<file path="config.mk">
export PLATFORM = sky130hd
export DESIGN_NAME = pipe_hazard_ctrl
export DESIGN_NICKNAME = d
export VERILOG_FILES = /design/src/rtl/pipe_ctrl_pkg.sv /design/src/rtl/raw_compare.sv /design/src/rtl/pipe_hazard_ctrl.sv
export SDC_FILE = /design/constraint.sdc
export NUM_CORES = 1
export LEC_CHECK = 0
export ABC_AREA = 1
export CAP_MARGIN = 20
export CORE_ASPECT_RATIO = 2
export CORE_MARGIN = 10
export CORE_UTILIZATION = 38
export CTS_CLUSTER_SIZE = 16
export DETAILED_ROUTE_END_ITERATION = 10
export SYNTH_ARGS = -nofsm -noshare
export SYNTH_HDL_FRONTEND = slang
export SYNTH_HIERARCHICAL = 1
export SYNTH_SLANG_ARGS = --single-unit
</file>
<file path="constraint.sdc">
create_clock -name clk -period 4.7 [get_ports clk]
set_input_delay 0.47 -clock clk [delete_from_list [all_inputs] [get_ports clk]]
set_output_delay 0.47 -clock clk [all_outputs]
set_load 0.02 [all_outputs]
</file>
<file path="src/rtl/pipe_ctrl_pkg.sv">
// -----------------------------------------------------------------------------
// pipe_ctrl_pkg
// Shared definitions for the pipeline hazard/flush/halt sequencer.
//   ctrl_state_t : sequencer FSM encodings (RUN / DRAIN / HALTED)
//   REG_W        : register-file index width
//   idex_ctrl_t  : the IDEX control bundle that a bubble zeroes
//   NOP_CTRL     : all-zero control word loaded into IDEX on a bubble
// -----------------------------------------------------------------------------
package pipe_ctrl_pkg;

    localparam int REG_W = 3;

    typedef enum logic [1:0] {
        ST_RUN    = 2'b00,
        ST_DRAIN  = 2'b01,
        ST_HALTED = 2'b10
    } ctrl_state_t;

    // Control fields that carry side effects out of IDEX; a bubble clears all.
    typedef struct packed {
        logic reg_write;
        logic mem_write;
        logic mem_read;
        logic branch;
        logic jump;
        logic halt;
    } idex_ctrl_t;

    localparam idex_ctrl_t NOP_CTRL = '0;

endpackage

</file>
<file path="src/rtl/raw_compare.sv">
// -----------------------------------------------------------------------------
// raw_compare
// Combinational check of one decode-stage source register against the three
// in-flight destinations (IDEX, EXMEM, MEMWB).
//   src            : source register read in decode
//   idex_*         : IDEX destination and its write enable
//   exmem_*        : EXMEM destination and its write enable
//   memwb_*        : MEMWB destination and its write enable
//   hit            : some in-flight producer still owes this register
// r0 is an ordinary register here, so it gets no exemption.
// -----------------------------------------------------------------------------
module raw_compare
    import pipe_ctrl_pkg::*;
#(
    parameter bit RF_BYPASS = 1'b0
) (
    input  logic [REG_W-1:0] src,
    input  logic [REG_W-1:0] idex_writereg,
    input  logic             idex_regWrite,
    input  logic [REG_W-1:0] exmem_writeReg,
    input  logic             exmem_regWrite,
    input  logic [REG_W-1:0] memwb_writereg,
    input  logic             memwb_regWrite,
    output logic             hit
);

    logic memwb_hit;

    // With a write-through register file the MEMWB producer lands in the
    // same cycle the decode read happens, so it never needs a stall.
    assign memwb_hit = !RF_BYPASS && memwb_regWrite && (memwb_writereg == src);

    assign hit = (idex_regWrite  && (idex_writereg  == src)) ||
                 (exmem_regWrite && (exmem_writeReg == src)) ||
                 memwb_hit;

endmodule

</file>
<file path="src/rtl/pipe_hazard_ctrl.sv">
// -----------------------------------------------------------------------------
// pipe_hazard_ctrl
// Stall / flush / halt sequencer for the 5-stage pipeline (no forwarding).
//   clk, rst       : clock, asynchronous active-low reset
//   id_*           : decode-stage instruction (valid, sources, halt)
//   idex_/exmem_/memwb_* : in-flight destinations and write enables
//   ex_redirect    : execute resolved a taken branch or jump
//   pc_stall, ifid_stall : hold the front end
//   ifid_flush     : load a NOP into IFID
//   idex_bubble    : load NOP_CTRL into IDEX
//   halted         : pipe fully drained after a halt
//   err            : sticky illegal-condition flag
//   stall_count    : saturating count of RUN-state stall cycles
// -----------------------------------------------------------------------------
module pipe_hazard_ctrl
    import pipe_ctrl_pkg::*;
#(
    parameter int FLUSH_CYCLES = 2,
    parameter int DRAIN_CYCLES = 3,
    parameter bit RF_BYPASS    = 1'b0
) (
    input  logic             clk,
    input  logic             rst,
    input  logic             id_valid,
    input  logic [REG_W-1:0] id_rs,
    input  logic             id_rs_used,
    input  logic [REG_W-1:0] id_rt,
    input  logic             id_rt_used,
    input  logic             id_halt,
    input  logic [REG_W-1:0] idex_writereg,
    input  logic             idex_regWrite,
    input  logic [REG_W-1:0] exmem_writeReg,
    input  logic             exmem_regWrite,
    input  logic [REG_W-1:0] memwb_writereg,
    input  logic             memwb_regWrite,
    input  logic             ex_redirect,
    output logic             pc_stall,
    output logic             ifid_stall,
    output logic             ifid_flush,
    output logic             idex_bubble,
    output logic             halted,
    output logic             err,
    output logic [15:0]      stall_count
);

    localparam logic [7:0] FLUSH_LOAD = 8'(FLUSH_CYCLES - 1);
    localparam logic [7:0] DRAIN_LOAD = 8'(DRAIN_CYCLES - 1);

    ctrl_state_t state, state_next;
    logic [7:0]  flush_cnt, flush_next;
    logic [7:0]  drain_cnt, drain_next;
    logic [15:0] stall_next;
    logic        err_next;
    logic        illegal_state;
    logic        rs_hit, rt_hit, raw_hit;
    logic        pc_stall_c, ifid_stall_c, ifid_flush_c, idex_bubble_c;

    raw_compare #(.RF_BYPASS(RF_BYPASS)) u_rs_cmp (
        .src            (id_rs),
        .idex_writereg  (idex_writereg),
        .idex_regWrite  (idex_regWrite),
        .exmem_writeReg (exmem_writeReg),
        .exmem_regWrite (exmem_regWrite),
        .memwb_writereg (memwb_writereg),
        .memwb_regWrite (memwb_regWrite),
        .hit            (rs_hit)
    );

    raw_compare #(.RF_BYPASS(RF_BYPASS)) u_rt_cmp (
        .src            (id_rt),
        .idex_writereg  (idex_writereg),
        .idex_regWrite  (idex_regWrite),
        .exmem_writeReg (exmem_writeReg),
        .exmem_regWrite (exmem_regWrite),
        .memwb_writereg (memwb_writereg),
        .memwb_regWrite (memwb_regWrite),
        .hit            (rt_hit)
    );

    assign raw_hit = id_valid && ((id_rs_used && rs_hit) || (id_rt_used && rt_hit));

    // Next-state and front-end controls. Priority in RUN is redirect, then the
    // remainder of the flush window, then RAW stall, then halt, so a halt that
    // sits on the wrong path is squashed instead of honoured. DRAIN ends on
    // the cycle the counter would decrement to zero, which puts HALTED exactly
    // DRAIN_CYCLES cycles after the halt was decoded.
    always_comb begin
        state_next    = state;
        flush_next    = flush_cnt;
        drain_next    = drain_cnt;
        pc_stall_c    = 1'b0;
        ifid_stall_c  = 1'b0;
        ifid_flush_c  = 1'b0;
        idex_bubble_c = 1'b0;
        illegal_state = 1'b0;
        case (state)
            ST_RUN: begin
                if (ex_redirect) begin
                    flush_next    = FLUSH_LOAD;
                    ifid_flush_c  = 1'b1;
                    idex_bubble_c = 1'b1;
                end else if (flush_cnt != 8'd0) begin
                    flush_next    = flush_cnt - 8'd1;
                    ifid_flush_c  = 1'b1;
                    idex_bubble_c = 1'b1;
                end else if (raw_hit) begin
                    pc_stall_c    = 1'b1;
                    ifid_stall_c  = 1'b1;
                    idex_bubble_c = 1'b1;
                end else if (id_valid && id_halt) begin
                    pc_stall_c    = 1'b1;
                    ifid_stall_c  = 1'b1;
                    drain_next    = DRAIN_LOAD;
                    state_next    = (DRAIN_CYCLES <= 1) ? ST_HALTED : ST_DRAIN;
                end
            end
            ST_DRAIN: begin
                pc_stall_c    = 1'b1;
                ifid_stall_c  = 1'b1;
                idex_bubble_c = 1'b1;
                if (drain_cnt <= 8'd1) begin
                    drain_next = 8'd0;
                    state_next = ST_HALTED;
                end else begin
                    drain_next = drain_cnt - 8'd1;
                end
            end
            ST_HALTED: begin
                pc_stall_c    = 1'b1;
                ifid_stall_c  = 1'b1;
                idex_bubble_c = 1'b1;
            end
            default: begin
                pc_stall_c    = 1'b1;
                ifid_stall_c  = 1'b1;
                idex_bubble_c = 1'b1;
                illegal_state = 1'b1;
                state_next    = ST_HALTED;
            end
        endcase
    end

    // Sticky error and saturating stall counter. Only RUN stalls are counted;
    // the permanent stall of DRAIN/HALTED would otherwise swamp the statistic.
    always_comb begin
        err_next   = err || illegal_state || (ex_redirect && (flush_cnt != 8'd0));
        stall_next = stall_count;
        if ((state == ST_RUN) && pc_stall_c && (stall_count != 16'hFFFF)) begin
            stall_next = stall_count + 16'd1;
        end
    end

    // State and counter registers; reset drops straight back to RUN.
    always_ff @(posedge clk or negedge rst) begin
        if (!rst) begin
            state       <= ST_RUN;
            flush_cnt   <= 8'd0;
            drain_cnt   <= 8'd0;
            stall_count <= 16'd0;
            err         <= 1'b0;
        end else begin
            state       <= state_next;
            flush_cnt   <= flush_next;
            drain_cnt   <= drain_next;
            stall_count <= stall_next;
            err         <= err_next;
        end
    end

    // Combinational controls are gated by reset so every output reads zero
    // while reset is held, whatever the pipeline inputs are doing.
    assign pc_stall    = rst && pc_stall_c;
    assign ifid_stall  = rst && ifid_stall_c;
    assign ifid_flush  = rst && ifid_flush_c;
    assign idex_bubble = rst && idex_bubble_c;
    assign halted      = (state == ST_HALTED);

endmodule

</file>
==> results.cfg, run 1 <==
[power]
cellPowerDensity_nw_per_um2 = 215
total_leakage_power_nw = 1.67
power.total_mw = 0.701
vdd_drop_max_mv = 0.161

[critical_path]
critPathRequiredTime_ps = 4230
cp-start-kind = input pin
crit_chain = clkdlybuf4s50_1, inv_2, nand2_1, nand2_1, nor2_2, nand2_1, nand3_1, nand2_1, nand2_1, nand2_1, nand2_1, nand3_4, a21oi_1, clkdlybuf4s50_1
r2r_cells = 7
cp_common_cell = nand2_1
critPathKind = in2out
r2r_setup_slack_ps = 2700
slowest_delay_ps = 650
critPathCaptureType = primary output
path_max_fanout = 4
cpMaxStageDelayCell = clkdlybuf4s50_1
cp.arrival_ps = 2770
timing.rr.start = stall_count[0]$_DFFE_PN0P_
startpoint = id_rt[2]
r2r_end = stall_count[11]$_DFFE_PN0P_

[floorplanning]
start_util_pct = 38.9
core_um2 = 6620
die_area_um2 = 10700
fp-row-count = 42
pin_count = 47
dieHeight_um = 136
die_width_um = 78.2

[cts]
insertion_delay_ps = 290
cts_hold_buf = 0
postCtsSetupBuffers = 0
ctsLongestPathBuffers = 2
cts_root_buffer = clkbuf_16
cts_tree = built
clk_pin_slew_ps = 60
clock_sinks = 35
cts_buffers = 5
h-tree-depth = 2
ctsResizeCount = 0

[finish]
nFillCells = 710
layout.nets = 481
drive_gt1_share_pct = 5.97
final_cell_area_um2 = 3250
diodes = 0
utilization_pct = 49.1
syn_to_final_growth_pct = 26.3

[timing]
finClkSkew_ps = 9.81
maxSlewHeadroom_pct = 61.7
max_freq_ghz = 0.309
setup_viol = 0
timing.setup.tns_ps = 0
tightest_slew_ps = 572
hold_violations = 0
post-route-period-util_pct = 69.0
setup_slack_ps = 1460
fin_crit_ps = 3240
rsz0062_at_grt = false
drv_slew = 0

[global_route]
track_usage_pct = 14.4
grt_first_pass_wirelength_mm = 12.4
grt_pass1_vias = 2585
grt_overflow_total = 0
grt_max_degree = 37
antenna_found_initial = 0

[synthesis]
yosysMostFrequentCell = nand2_1
synth_ff_type = dfrtp_1
synth_edf_count = 0
ys_warn_count = 6
yosysSeqAreaShare_pct = 34.0
synth_area_per_cell_um2 = 6.41
syn_area_um2 = 2580
synth_seq_cells = 35
ys_types = 29
synth_common_cells = 161 x nand2_1, 50 x nor2_1, 43 x inv_1, 38 x nand3_1, 35 x dfrtp_1
synthArstFlopShare_pct = 100
synth_nets = 432
synth_area_leader_cell = dfrtp_1
synth_cells = 402
synth_top_cell_area_share_pct = 34.0
synth_area_leaders = dfrtp_1 34%, nand2_1 23%, nand3_1 7.4%

[detailed_routing]
vias = 2608
viasPerCell = 4.83
drt_pre_antenna_iters = 5
post_drt_wl_per_cell_um = 13.9
drc = 0
routed_wirelength_mm = 7.51
drtAntennaViolNets = 0
drt_iter0_drc = 112

[place]
place_area_um2 = 3110
place_ws_ps = 1460
place_congestion = 0.855
dp_hpwl_mm = 5.77
io_buffers = 46

[hold_path]
hp-class = in2async

[run_status]
status = complete, no violations

[flow_run]
cap_violations = 0
## metrics by stage
stage / hold slack, ps / instances
2_1_floorplan: 174 / 402
3_3_place_gp: 482 / 532
3_5_place_dp: 479 / 532
4_1_cts: 255 / 540
5_1_grt: 272 / 540
6_report: 224 / 540
## routing by layer
layer / global-route usage [%] / up-vias / wire length [um]
met4: 7.11 / 0 / 246
met3: 3.51 / 14 / 383
met2: 26.7 / 65 / 3980
li1: - / 1352 / -
met5: 0 / - / 0
met1: 14.5 / 1177 / 2900
## report_power, final
| part | internal [mW] | switching (mW) | total [mW] |
|---|---|---|---|
| Combinational | 0.0312 | 0.0392 | 0.0704 |
| Sequential | 0.301 | 0 | 0.301 |
| Clock | 0.196 | 0.134 | 0.329 |
## cells by family after synthesis
kind of cell / count (synthesis) / share of synthesized area (%)
DFF: 35 / 34.0
AOI/OAI and AO/OA: 20 / 4.37
adders and majority gates: 5 / 2.43
buffers and inverters: 54 / 8.55
and+or+nand+nor: 276 / 46.6
xor gates and xnor gates: 12 / 4.08
## layout by cell type, fill, tap and decap left out, drive strengths merged, types with 5 or more instances in the layout
cell type,synthesis,layout
xnor2,5,5
nor2,55,55
clkdlybuf4s50,0,45
dfrtp,35,35
clkbuf,0,6
nand3,39,39
inv,49,49
ha,5,5
xor2,7,7
o21ai,12,12
nand2,164,164
nand4,15,15
## sequential cells by signal, summed over array words and instances, names as in the netlist
| name | count |
|---|---|
| stall_count | 16 |
| flush_cnt | 8 |
| state | 2 |
| err | 1 |
| drain_cnt | 8 |
## layout make-up
cell class              instances  area (um2)  share of cell area [%]
repair buffers                 47         463                    14.2
multi-input cells             313        1480                    45.5
clock inverters                 2        12.5                   0.384
well taps                      88         110                    3.38
inverters                      49         184                    5.65
clock buffers                   6         129                    3.96
flip-flops and latches         35         876                    26.9
## how the worst max path moves through the flow
stage / slack (ps) / to / cells after the start
after floorplan: 2460 / pc_stall / 13
after global placement: 1480 / ifid_stall / 14
after detailed placement: 1460 / pc_stall / 14
after CTS: 1440 / pc_stall / 14
after global routing: 1210 / pc_stall / 14
final: 1460 / pc_stall / 14
## worst max-delay path: cells and delay by family
family,cells,cell delay (ps)
buf+inv,3,1300
simple gates,10,770
compound gates,1,220
No activity file was read; power rests on OpenSTA's default activity.
==> run 2: changes to the inputs <==
==> constraint.sdc (replaced) <==
create_clock -name clk -period 3.3 [get_ports clk]
set_input_delay 0.33 -clock clk [delete_from_list [all_inputs] [get_ports clk]]
set_output_delay 0.33 -clock clk [all_outputs]
set_load 0.02 [all_outputs]
==> results.cfg, run 2 (same netlist as run 1, synthesis figures left out) <==
[run_status]
status = complete, no violations

[cts]
insertion_delay_ps = 280
h-tree-depth = 2
cts_root_buffer = clkbuf_16
clk_pin_slew_ps = 60
cts_buffers = 5
cts_tree = built
postCtsSetupBuffers = 0
ctsResizeCount = 0
cts_hold_buf = 0
ctsLongestPathBuffers = 2
clock_sinks = 35

[floorplanning]
start_util_pct = 38.9
fp-row-count = 42
die_area_um2 = 10700
dieHeight_um = 136
pin_count = 47
die_width_um = 78.2
core_um2 = 6620

[timing]
fin_crit_ps = 2920
max_freq_ghz = 0.342
whs_ps = 98.4
finClkSkew_ps = 5.87
tightest_slew_ps = 537
rsz0062_at_grt = false
setup_viol = 0
maxSlewHeadroom_pct = 64.0
post-route-period-util_pct = 88.5
hold_violations = 0
timing.setup.tns_ps = 0
drv_slew = 0

[power]
vdd_drop_max_mv = 0.256
total_leakage_power_nw = 1.69
cellPowerDensity_nw_per_um2 = 334

[critical_path]
critPathKind = in2out
crit_chain = clkdlybuf4s50_1, inv_2, nand2_1, nand2_1, nor2_2, nand2_1, nand3_1, nand2_1, nand2_1, nand2_1, nand2_1, nand3_4, a21oi_1, clkdlybuf4s50_1
slowest_delay_ps = 640
startpoint = id_rt[2]
r2r_setup_slack_ps = 1280
critPathCaptureType = primary output
critPathBufInv = 3
cpMaxStageDelayCell = clkdlybuf4s50_1
cp-start-kind = input pin
r2r_cells = 7
crit_end = ifid_stall
cp.depth = 14
path_max_fanout = 4
cp.arrival_ps = 2590
crit_family = buffers and inverters
r2r_end = stall_count[7]$_DFFE_PN0P_
timing.rr.start = stall_count[0]$_DFFE_PN0P_
critPathRequiredTime_ps = 2970
cp_common_cell = nand2_1

[finish]
seq_area_um2 = 876
multi_input_area_um2 = 1480
diodes = 0
drive_gt1_share_pct = 6.40
nFillCells = 716
largest_reg_flops = 16
mostFrequentLayoutCells = 161 x nand2_1, 50 x nor2_1, 45 x clkdlybuf4s50_1
syn_to_final_growth_pct = 27.9
reg_top3 = stall_count (16), drain_cnt (8), flush_cnt (8)
final_common_cell = nand2_1
regMostFlops = stall_count
layout.nets = 482

[detailed_routing]
drtAntennaViolNets = 0
post_drt_wl_per_cell_um = 13.9
drt_pre_antenna_iters = 4
vias = 2661
drt_iter0_drc = 86
routed_wirelength_mm = 7.52
drc = 0
viasPerCell = 4.92

[place]
io_buffers = 46
place_congestion = 0.868
dp_hpwl_mm = 5.81

[hold_path]
hp-class = in2async

[flow_run]
cap_violations = 0

[global_route]
track_usage_pct = 14.8
grt_overflow_total = 0
grt_pass1_vias = 2640
grt_max_degree = 36
grt_first_pass_wirelength_mm = 12.7
antenna_found_initial = 0
[run 2: cell count changes in the layout (fill, tap and decap cells not counted), sizes merged]
| cell | change |
|---|---|
| clkinvlp | -1 |
| bufinv | +1 |
| buf | +1 |
[run 2: how the worst min path moves through the flow]
stage | endpoint | cells past startpoint | from | slack, ps
global route | stall_count[13]$_DFFE_PN0P_ | 2 | rst | 140
CTS | flush_cnt[4]$_DFFE_PN0N_ | 2 | rst | 120
floorplan | drain_cnt[0]$_DFFE_PN0P_ | 0 | rst | 30
finish | flush_cnt[4]$_DFFE_PN0N_ | 2 | rst | 100
detailed placement | stall_count[15]$_DFFE_PN0P_ | 2 | rst | 430
global placement | flush_cnt[3]$_DFFE_PN0N_ | 2 | rst | 420
[run 2: report_power, final]
part | leakage [nW] | switching [mW] | total, mW | internal [mW]
Clock | 0.0868 | 0.193 | 0.569 | 0.376
Sequential | 0.443 | 0 | 0.429 | 0.429
Combinational | 1.16 | 0.0559 | 0.100 | 0.0445
Total | 1.69 | 0.249 | 1.10 | 0.850
[run 2: through the flow]
step	worst slack (ps)	utilization, %	total power [mW]	cells	instance area [um2]
floorplan	1340	-	0.478	402	2580
global placement	371	47.1	0.538	533	3120
detailed placement	346	47.1	0.538	533	3120
CTS	329	49.8	1.11	541	3290
global route	133	49.8	1.14	541	3290
finish	380	49.8	1.10	541	3290
[run 2: area by class of cell]
cell class,count,area share [%]
multi-input combinational,313,44.9
sequential,35,26.6
timing repair buffer,48,14.3
inverter,49,5.58
clock buffer,6,4.22
tap,88,3.34
clock inverter,2,1.06
[run 2: per-layer routing]
metal	track usage (%)	up-vias	wire length (um)
li1	-	1358	-
met1	14.7	1221	2950
met2	27.5	72	4080
met3	3.84	10	298
met4	7.11	0	185
met5	0	-	0
